[config.mk]
export PLATFORM = sky130hd
export DESIGN_NAME = uart_rx_fifo_core
export DESIGN_NICKNAME = d
export VERILOG_FILES = /design/src/rtl/uart_pkg.sv /design/src/rtl/uart_rx_fifo.sv /design/src/rtl/uart_rx_fifo_core.sv
export SDC_FILE = /design/constraint.sdc
export NUM_CORES = 1
export LEC_CHECK = 0
export ABC_AREA = 0
export CAP_MARGIN = 40
export CORE_MARGIN = 2
export CORE_UTILIZATION = 55
export CTS_CLUSTER_DIAMETER = 100
export DETAILED_ROUTE_END_ITERATION = 12
export GPL_TIMING_DRIVEN = 0
export PLACE_DENSITY_LB_ADDON = 0.15
export SLEW_MARGIN = 30
export SYNTH_ARGS = -nofsm -noshare
export SYNTH_HDL_FRONTEND = slang
export SYNTH_SLANG_ARGS = --single-unit
[constraint.sdc]
create_clock -name clk -period 9.2 [get_ports clk]
set_clock_uncertainty 0.05 [all_clocks]
set_input_delay 0.92 -clock clk [delete_from_list [all_inputs] [get_ports clk]]
set_output_delay 0.92 -clock clk [all_outputs]
set_load 0.02 [all_outputs]
[src/rtl/uart_pkg.sv]
// uart_pkg: shared types for the UART receive path.
// Parity modes, FSM states, RX FIFO entry layout, vote helper.
package uart_pkg;

   // Storage width of the entry data field; top MAX_DATA_W must not exceed it.
   localparam int UART_DATA_W = 9;

   typedef enum logic [1:0] {
      PAR_NONE = 2'b00,
      PAR_ODD  = 2'b01,
      PAR_EVEN = 2'b10
   } parity_e;

   typedef enum logic [2:0] {
      ST_IDLE,
      ST_START,
      ST_DATA,
      ST_PARITY,
      ST_STOP
   } rx_state_e;

   typedef struct packed {
      logic                   brk;
      logic                   perr;
      logic                   ferr;
      logic [UART_DATA_W-1:0] data;
   } rx_entry_t;

   function automatic logic maj3(input logic a, input logic b, input logic c);
      return (a & b) | (a & c) | (b & c);
   endfunction

endpackage

[src/rtl/uart_rx_fifo.sv]
// uart_rx_fifo: synchronous FIFO of rx_entry_t with occupancy level.
// Ports: clk, rst_n, push/wr_entry, pop/rd_entry, empty, full, level.
module uart_rx_fifo
   import uart_pkg::*;
#(
   parameter int DEPTH = 16
) (
   input  logic                     clk,
   input  logic                     rst_n,
   input  logic                     push,
   input  rx_entry_t                wr_entry,
   input  logic                     pop,
   output rx_entry_t                rd_entry,
   output logic                     empty,
   output logic                     full,
   output logic [$clog2(DEPTH):0]   level
);

   localparam int AW = $clog2(DEPTH);

   rx_entry_t        mem [DEPTH];
   logic [AW-1:0]    wr_ptr;
   logic [AW-1:0]    rd_ptr;
   logic             wr_ok;
   logic             rd_ok;

   assign empty = (level == '0);
   assign full  = (level == (AW+1)'(DEPTH));

   // A push into a full FIFO is still taken when a pop frees the slot.
   assign wr_ok = push && (!full || pop);
   assign rd_ok = pop && !empty;

   assign rd_entry = mem[rd_ptr];

   always_ff @(posedge clk) begin
      if (wr_ok) mem[wr_ptr] <= wr_entry;
   end

   always_ff @(posedge clk or negedge rst_n) begin
      if (!rst_n) begin
         wr_ptr <= '0;
         rd_ptr <= '0;
         level  <= '0;
      end else begin
         if (wr_ok) wr_ptr <= wr_ptr + AW'(1);
         if (rd_ok) rd_ptr <= rd_ptr + AW'(1);
         unique case ({wr_ok, rd_ok})
            2'b10:   level <= level + (AW+1)'(1);
            2'b01:   level <= level - (AW+1)'(1);
            default: level <= level;
         endcase
      end
   end

endmodule

[src/rtl/uart_rx_fifo_core.sv]
// uart_rx_fifo_core: oversampling UART receiver feeding an RX FIFO.
// Ports: clk, rst_n, rx, rx_en, baud_div, cfg_data_bits, cfg_stop_bits,
//   cfg_parity, rd_data/rd_err/rd_valid/rd_ready (pop port), fifo_level,
//   overrun, err_clr, rx_busy, break_det.
// Option: define UART_RX_BREAK_DET_EN to enable break detection.
module uart_rx_fifo_core
   import uart_pkg::*;
#(
   parameter int MAX_DATA_W = UART_DATA_W,
   parameter int FIFO_DEPTH = 16,
   parameter int OVERSAMPLE = 16
) (
   input  logic                          clk,
   input  logic                          rst_n,
   input  logic                          rx,
   input  logic                          rx_en,
   input  logic [15:0]                   baud_div,
   input  logic [$clog2(MAX_DATA_W)-1:0] cfg_data_bits,
   input  logic                          cfg_stop_bits,
   input  logic [1:0]                    cfg_parity,
   output logic [MAX_DATA_W-1:0]         rd_data,
   output logic [2:0]                    rd_err,
   output logic                          rd_valid,
   input  logic                          rd_ready,
   output logic [$clog2(FIFO_DEPTH):0]   fifo_level,
   output logic                          overrun,
   input  logic                          err_clr,
   output logic                          rx_busy,
   output logic                          break_det
);

   localparam int DBW = $clog2(MAX_DATA_W);
   localparam int OW  = $clog2(OVERSAMPLE);

   localparam logic [OW-1:0]  T_A   = OW'(OVERSAMPLE/2 - 1);
   localparam logic [OW-1:0]  T_B   = OW'(OVERSAMPLE/2);
   localparam logic [OW-1:0]  T_C   = OW'(OVERSAMPLE/2 + 1);
   localparam logic [OW-1:0]  T_END = OW'(OVERSAMPLE - 1);
   localparam logic [DBW-1:0] D_MAX = DBW'(MAX_DATA_W - 1);

   rx_state_e              st;
   rx_state_e              st_nx;
   logic [1:0]             sync_q;
   logic                   rxs;
   logic                   armed_q;
   logic [15:0]            tick_cnt;
   logic                   tick;
   logic [OW-1:0]          os_cnt;
   logic                   s_a;
   logic                   s_b;
   logic                   maj;
   logic                   smp_a;
   logic                   smp_b;
   logic                   dec;
   logic                   bit_end;
   logic [DBW-1:0]         bit_idx;
   logic [DBW-1:0]         nbits_m1;
   logic                   last_bit;
   logic [MAX_DATA_W-1:0]  data_q;
   logic                   par_q;
   logic                   par_en;
   logic                   par_odd;
   logic                   perr;
   logic                   brk;
   logic                   restart;
   logic                   push_req;
   logic                   ovr_set;
   logic                   fifo_empty;
   logic                   fifo_full;
   rx_entry_t              wr_entry;
   rx_entry_t              head;

   // The second stop bit is plain idle-high line time: the frame is
   // pushed at the first stop decision either way.
   logic                   cfg_unused;
   assign cfg_unused = cfg_stop_bits;

   assign rxs = sync_q[1];

   assign tick    = (tick_cnt == baud_div);
   assign smp_a   = tick && (os_cnt == T_A);
   assign smp_b   = tick && (os_cnt == T_B);
   assign dec     = tick && (os_cnt == T_C);
   assign bit_end = tick && (os_cnt == T_END);
   assign maj     = maj3(s_a, s_b, rxs);

   assign nbits_m1 = (cfg_data_bits > D_MAX) ? D_MAX : cfg_data_bits;
   assign last_bit = (bit_idx == nbits_m1);

   assign par_en  = (cfg_parity != PAR_NONE);
   assign par_odd = (cfg_parity == PAR_ODD);
   assign perr    = par_en && ((^data_q ^ par_q) != par_odd);

   assign rx_busy = (st != ST_IDLE);

   always_comb begin
      st_nx    = st;
      push_req = 1'b0;
      restart  = 1'b0;
      unique case (st)
         ST_IDLE: begin
            if (rx_en && armed_q && !rxs) begin
               st_nx   = ST_START;
               restart = 1'b1;
            end
         end
         ST_START: begin
            if (dec && maj)   st_nx = ST_IDLE;
            else if (bit_end) st_nx = ST_DATA;
         end
         ST_DATA: begin
            if (bit_end && last_bit)
               st_nx = par_en ? ST_PARITY : ST_STOP;
         end
         ST_PARITY: begin
            if (bit_end) st_nx = ST_STOP;
         end
         ST_STOP: begin
            if (dec) begin
               st_nx    = ST_IDLE;
               push_req = 1'b1;
            end
         end
         default: st_nx = ST_IDLE;
      endcase
      if ((st != ST_IDLE) && !rx_en) begin
         st_nx    = ST_IDLE;
         push_req = 1'b0;
      end
   end

   always_ff @(posedge clk or negedge rst_n) begin
      if (!rst_n) st <= ST_IDLE;
      else        st <= st_nx;
   end

   always_ff @(posedge clk or negedge rst_n) begin
      if (!rst_n) begin
         sync_q   <= 2'b11;
         armed_q  <= 1'b0;
         tick_cnt <= '0;
         os_cnt   <= '0;
         s_a      <= 1'b0;
         s_b      <= 1'b0;
         bit_idx  <= '0;
         data_q   <= '0;
         par_q    <= 1'b0;
      end else begin
         sync_q <= {sync_q[0], rx};
         // Start needs rx seen high in IDLE first: a falling edge, and
         // no re-trigger on a line still low after a bad stop bit.
         armed_q <= (st == ST_IDLE) ? rxs : 1'b0;
         if (restart || tick) tick_cnt <= '0;
         else                 tick_cnt <= tick_cnt + 16'd1;
         if (restart) begin
            os_cnt  <= '0;
            bit_idx <= '0;
            data_q  <= '0;
            par_q   <= 1'b0;
         end else begin
            if (tick)
               os_cnt <= (os_cnt == T_END) ? '0 : os_cnt + OW'(1);
            if (dec && (st == ST_DATA))   data_q[bit_idx] <= maj;
            if (dec && (st == ST_PARITY)) par_q <= maj;
            if (bit_end && (st == ST_DATA)) bit_idx <= bit_idx + DBW'(1);
         end
         if (smp_a) s_a <= rxs;
         if (smp_b) s_b <= rxs;
      end
   end

`ifdef UART_RX_BREAK_DET_EN
   assign brk = ~|data_q && !(par_en && par_q) && !maj;

   always_ff @(posedge clk or negedge rst_n) begin
      if (!rst_n)                break_det <= 1'b0;
      else if (push_req && brk)  break_det <= 1'b1;
      else if (err_clr)          break_det <= 1'b0;
   end
`else
   assign brk       = 1'b0;
   assign break_det = 1'b0;
`endif

   always_comb begin
      wr_entry      = '0;
      wr_entry.brk  = brk;
      wr_entry.perr = perr;
      wr_entry.ferr = !maj;
      wr_entry.data = UART_DATA_W'(data_q);
   end

   // Full with a pop in the same cycle still accepts the push.
   assign ovr_set = push_req && fifo_full && !rd_ready;

   always_ff @(posedge clk or negedge rst_n) begin
      if (!rst_n)       overrun <= 1'b0;
      else if (ovr_set) overrun <= 1'b1;
      else if (err_clr) overrun <= 1'b0;
   end

   uart_rx_fifo #(
      .DEPTH (FIFO_DEPTH)
   ) u_fifo (
      .clk      (clk),
      .rst_n    (rst_n),
      .push     (push_req),
      .wr_entry (wr_entry),
      .pop      (rd_ready),
      .rd_entry (head),
      .empty    (fifo_empty),
      .full     (fifo_full),
      .level    (fifo_level)
   );

   // Gate the head so an empty FIFO shows zeros, not stale storage.
   assign rd_valid = !fifo_empty;
   assign rd_data  = rd_valid ? MAX_DATA_W'(head.data) : '0;
   assign rd_err   = rd_valid ? {head.brk, head.perr, head.ferr} : 3'b000;

endmodule

**Word level (Yosys, flattened, before mapping)**

Memories as Yosys holds them, arrays and structs flattened.
Cells that the tools add are included.

- Add/sub/neg operators: 7
- $lt $le $gt $ge: 3
- Equal/unequal tests: 20
- Multiplexer cells: 36
- Bitwise operators: 6
- Reductions and logical operators: 38

Operator list:

| kind | count |
|---|---|
| two-way mux 3 bit | 9 |
| two-way mux 9 bit | 3 |
| two-way mux 4 bit | 6 |
| logical AND 1 bit | 18 |
| adder 16 x 1 -> 16 bit, second input constant | 1 |
| adder 4 x 1 -> 4 bit, second input constant | 4 |
| == test 16 bit | 1 |
| two-way mux 16 bit | 1 |
| case mux 3 bit (5 select lines) | 1 |
| nonzero test 2 bit | 7 |
| two-way mux 1 bit | 13 |
| == test 4 bit, second input constant | 3 |
| != test 3 bit, second input constant | 4 |
| case mux 5 bit (2 select lines) | 1 |
| bitwise mux 9 bit | 1 |
| parity 9 bit | 1 |
| == test 3 x 2 -> 1 bit, second input constant | 2 |
| logical NOT 1 bit | 6 |
| adder 5 x 1 -> 5 bit, second input constant | 1 |
| == test 5 bit, second input constant | 1 |
| logical NOT 5 bit | 1 |
| less-than comparator 4 x 5 -> 1 bit, second input constant | 1 |
| AND reduction 5 bit | 1 |
| subtractor 5 x 1 -> 5 bit, second input constant | 1 |
| other kinds (17) | 22 |

- Flip-flop bits (word level): 56
- RAM bits: 176
- Input port bits: 29
- Output and inout port bits: 21
- Word-level logic and storage cells: 125
- Memories: 1

Memories:

| memory | words | bits a word | read ports | clocked after Yosys merged registers in | write ports | RTL line | source |
|---|---|---|---|---|---|---|---|
| u_fifo.mem | 16 | 11 | 1 | 0 | 1 | uart_rx_fifo.sv:21 | `rx_entry_t mem [DEPTH];` |

**Depth between registers and ports, before layout**

- Word-level depth: 8
- Gate-level depth with buffers: 15

**Hierarchy**

Synthesis repeated with hierarchy kept, for this count alone.

- Cells, all modules: 722
- Area total of the unflattened synthesis: 10956.8 sq um

Modules (own cells, without submodules):

| module | instances | cells an instance | area each (sq um) | sequential area each (sq um) |
|---|---|---|---|---|
| uart_rx_fifo | 1 | 445 | 8294.2 | 6090.8 |
| uart_rx_fifo_core | 1 | 277 | 2662.6 | 1078.5 |

**Least setup slack after synthesis**

OpenSTA, ideal clock, no wires.

- Path kind: input -> register
- Start point: in baud_div[10]
- End point: reg u_fifo.level[4]
- Data arrival time: 3809 ps
- Slack: 5208 ps
- Stages: 15
- Buffers on the path: 2
- Cell sequence: xnor2_1 -> nand4_1 -> nor4_4 -> nand4_2 -> clkbuf_1 -> ha_1 -> clkbuf_1 -> xor2_1 -> ha_1 -> o21a_1 -> o22a_1 -> a21oi_1 -> xor2_1 -> nor2_1 -> xor2_1

- Longest elaborated chain between the ends: 8
- Elaborated cells on any way between the ends: 10
- Those cells by class: eq/ne: 3; mux: 4; reduce/logical: 3

Ends and longest elaborated chain:

| element | RTL line | source |
|---|---|---|
| start: declaration | uart_rx_fifo_core.sv:17 | `input logic [15:0] baud_div,` |
| == test 16 bit * | uart_rx_fifo_core.sv:80 | `assign tick = (tick_cnt == baud_div);` |
| logical AND 1 bit * | uart_rx_fifo_core.sv:83 | `assign dec = tick && (os_cnt == T_C);` |
| two-way mux 1 bit * | uart_rx_fifo_core.sv:119 | `if (dec) begin` |
| two-way mux 1 bit * | uart_rx_fifo_core.sv:100 | `unique case (st)` |
| two-way mux 1 bit * | uart_rx_fifo_core.sv:126 | `if ((st != ST_IDLE) && !rx_en) begin` |
| logical AND 1 bit * | uart_rx_fifo.sv:31 | `assign wr_ok = push && (!full \|\| pop);` |
| == test 2 x 1 -> 1 bit or == test 2 bit (tied branches) | uart_rx_fifo.sv:48 | `unique case ({wr_ok, rd_ok})` |
| case mux 5 bit (2 select lines) or nonzero test 2 bit (tied branches) | n/a |  |
| end signal: assignment | uart_rx_fifo.sv:49 | `2'b10: level <= level + (AW+1)'(1);` |
| end signal: assignment | uart_rx_fifo.sv:50 | `2'b01: level <= level - (AW+1)'(1);` |
| end signal: assignment | uart_rx_fifo.sv:51 | `default: level <= level;` |
| end: declaration | uart_rx_fifo.sv:16 | `output logic [$clog2(DEPTH):0] level` |

Mark *: on every way between the ends. The rest lies on a longest branch, timed or not.
A chain may end at the register's enable or synchronous reset.

**Final worst setup path**

Same ends and word-level chain as after synthesis.

==> metrics.txt <==
mean area per synthesized cell=16.3 µm²; fin nets=763; initial antenna violation count=0; ant diodes=0; Slew Limit Fails=0; CP Launch Type=primary input; count of cell types in the netlist=48; Syn Inst Count=615; Primary FF master, synth=edfxtp_1; vias in the first global route=5885; Area Overhead vs Synth=17.9%; Worst path depth=16; CP required=9.54 ns; DP HPWL=14.3 mm; mux contribution to synthesized area=0.138; status=complete, no violations; Hold Crit Class=in -> async; routed len/inst=21.6 µm; critical path arrival=5.06 ns; Worst path most repeated cell=xor2_1; fin crit share=0.513; cts bufs inserted=24; Pwr per Cell Area=231 nW/µm²; Final Cell Area=11800 µm²; core footprint=18000 µm²; Post-synth EDFFs=176; area of placed instances=11100 µm²; largest delay contributor family on the critical path=simple AND/OR/NAND/NOR gates; final setup violation count=0; H-tree levels=1; layout cell share with drive strength beyond 1=0.215; first-pass GRT wire length=32.9 mm; largest family of logic cells by synthesized area=multiplexers; Max Cap Viol=0; root buf cell=clkbuf_16; worst IR drop on VDD=0.191 mV; clk sinks=232; total grt overflow=0; Ports=50; Yosys reg bits=232; LEAKAGE=4.48 nW; row cnt=49; CTS Hold Bufs=0; crit path buf inv count=3; slew margin rel.=0.425; r2r worst-path depth=15; sequential area share after synthesis=0.666; Clk Latency, worst-skew pair=0.51 ns; CP Capture Point=u_fifo.level[4]; slowest CP cell=nor4_4; Fin. Hold Viols=0; TritonRoute pass-1 iters=4; Final min period=4.72 ns; Die X-Extent=139 µm; clk slew on worst S/H paths=0.06 ns; gr usage total=0.222; post-route setup TNS=0 ns; Yosys warnings=0; post-synthesis async set-or-reset flop share=0.241; Simple-Gate Fraction of Synth Area=0.0813; crit path capture type=flop; global placement routability congestion=0.799; setup repair bufs after CTS=0; Initial Util=0.559; Initial DRC Count=361; Post-CTS Resized=0; DRC viols=0; FMAX=0.212 GHz; RSZ-0062 raised after global routing=no; Critical Path, Cell by Cell=clkdlybuf4s50_1 -> xnor2_1 -> nand4_1 -> nor4_4 -> nand4_2 -> clkbuf_1 -> ha_1 -> clkbuf_1 -> xor2_1 -> ha_1 -> o21a_1 -> o22a_1 -> a21oi_1 -> xor2_1 -> nor2_1 -> xor2_1; Avg Vias per Cell=5.84; Crit Path Max Fanout=11; synthesized cell area=10000 µm²; Critical Path Max Stage Delay=0.62 ns; CTS tree=yes; reg2reg start=tick_cnt[2]; Die Y=139 µm; Tightest Pin Transition=0.855 ns; IO buf count=46; Reg2Reg Capture Point=u_fifo.level[4]; xor-xnor portion of the synthesized cell area=0.0514; Post-DRT Antenna Nets=0; via count=5633; area fraction in compound gates after synthesis=0.0222; largest net degree at the start of global routing=40; DIE AREA=19400 µm²; clock buffer depth=3; routed wire length=20.8 mm; Hold Worst Slack=0.231 ns; Crit Path Class=in -> reg; synthesized-area fraction occupied by adder cells=0.0212; Critical Path Start=baud_div[10]; flop2flop setup slack=4.88 ns
[state kept, by name, summed over array words and instances (netlist names)]
name	count
u_fifo.mem	176
sync_q	2
par_q	1
armed_q	1
u_fifo.level	5
os_cnt	4
bit_idx	4
s_b	1
overrun	1
u_fifo.rd_ptr	4
st	3
data_q	9
tick_cnt	16
s_a	1
u_fifo.wr_ptr	4
[through the flow]
| step | worst slack [ns] | utilization | instances | total power (W) |
|---|---|---|---|---|
| 2_1_floorplan | 5.21 | - | 616 | 0.00161 |
| 3_3_place_gp | 3.25 | 0.601 | 891 | 0.00177 |
| 3_5_place_dp | 3.93 | 0.615 | 920 | 0.00179 |
| 4_1_cts | 4.46 | 0.659 | 964 | 0.00276 |
| 5_1_grt | 4.14 | 0.659 | 964 | 0.00285 |
| 6_report | 4.48 | 0.659 | 964 | 0.00273 |
[how the worst min path moves through the flow]
| stage | to | cells past startpoint |
|---|---|---|
| after floorplan | sync_q[1] | 0 |
| after global placement | sync_q[1] | 0 |
| after detailed placement | sync_q[1] | 0 |
| after CTS | s_a | 1 |
| after global routing | tick_cnt[1] | 1 |
| final | tick_cnt[10] | 1 |
[logic make-up (layout without fill, tap and decap cells)]
family	after synthesis	in the layout
DFF	232	232
and+or+nand+nor	155	155
muxes	69	69
xor gates and xnor gates	59	59
buffers and inverters	49	168
AOI/OAI and AO/OA	33	33
adders and majority gates	17	17
other	1	2
[routing by layer]
| metal | track usage | up-vias | part of all wire |
|---|---|---|---|
| met5 | 0 | - | 0 |
| met4 | 0.0691 | 0 | 0.023 |
| met3 | 0.0328 | 35 | 0.051 |
| met2 | 0.383 | 182 | 0.51 |
| met1 | 0.297 | 2862 | 0.41 |
| li1 | - | 2554 | - |
[cells in the final DEF (no fill, tap or decap), types with 8 or more instances in the layout]
cell / instances
edfxtp_1: 176
ha_1: 17
clkdlybuf4s50_1: 45
clkbuf_16: 25
nor4_2: 12
nand3_1: 13
xor2_1: 19
nand2_1: 26
nand2b_1: 8
nor4_1: 9
mux4_2: 55
clkbuf_1: 21
nor2b_1: 15
nand4_1: 9
buf_4: 8
buf_2: 30
xnor2_1: 40
dfrtp_1: 54
nor2_1: 36
inv_1: 19
[synthesized netlist by cell type, types with 2 or more instances]
library cell | instances | share of area
nand2b_1 | 8 | 0.0050
xor2_1 | 19 | 0.017
mux4_2 | 55 | 0.12
nand4_1 | 9 | 0.0056
and3_1 | 4 | 0.0025
o21a_1 | 2 | 0.0015
nand3b_1 | 3 | 0.0022
buf_2 | 7 | 0.0035
nor4_1 | 21 | 0.013
a21oi_1 | 7 | 0.0035
buf_4 | 2 | 0.0015
o21ai_0 | 4 | 0.0020
o211ai_1 | 5 | 0.0037
nor2_1 | 40 | 0.015
dfrtp_1 | 54 | 0.13
dfstp_2 | 2 | 0.0052
xnor2_1 | 40 | 0.035
nand2_1 | 26 | 0.0097
a21o_1 | 2 | 0.0015
clkbuf_1 | 17 | 0.0063
buf_1 | 3 | 0.0011
edfxtp_1 | 176 | 0.53
mux2i_1 | 7 | 0.0070
a22oi_1 | 2 | 0.0015
and2_1 | 2 | 0.0012
nor3_1 | 4 | 0.0020
mux2_2 | 7 | 0.0078
nor2b_1 | 15 | 0.0093
o31ai_1 | 6 | 0.0045
nand3_1 | 13 | 0.0065
or2_2 | 2 | 0.0012
inv_1 | 19 | 0.0071
ha_1 | 17 | 0.021
[layout make-up]
class	instances	area [µm²]
Sequential cell	232	6690
Timing Repair Buffer	75	631
Tap cell	229	287
Buffer	29	125
Clock inverter	15	150
Multi-Input combinational cell	335	3250
Clock buffer	29	641
Fill cell	1249	6120
Inverter	20	75.1
[where the power goes]
part | internal [W] | switching [W] | leakage (nW)
logic | 0.000253 | 0.000305 | 1.46
clock network | 0.000580 | 0.000388 | 0.387
registers | 0.00116 | 0.0000492 | 2.63
Power figures use the tool's default switching activity.
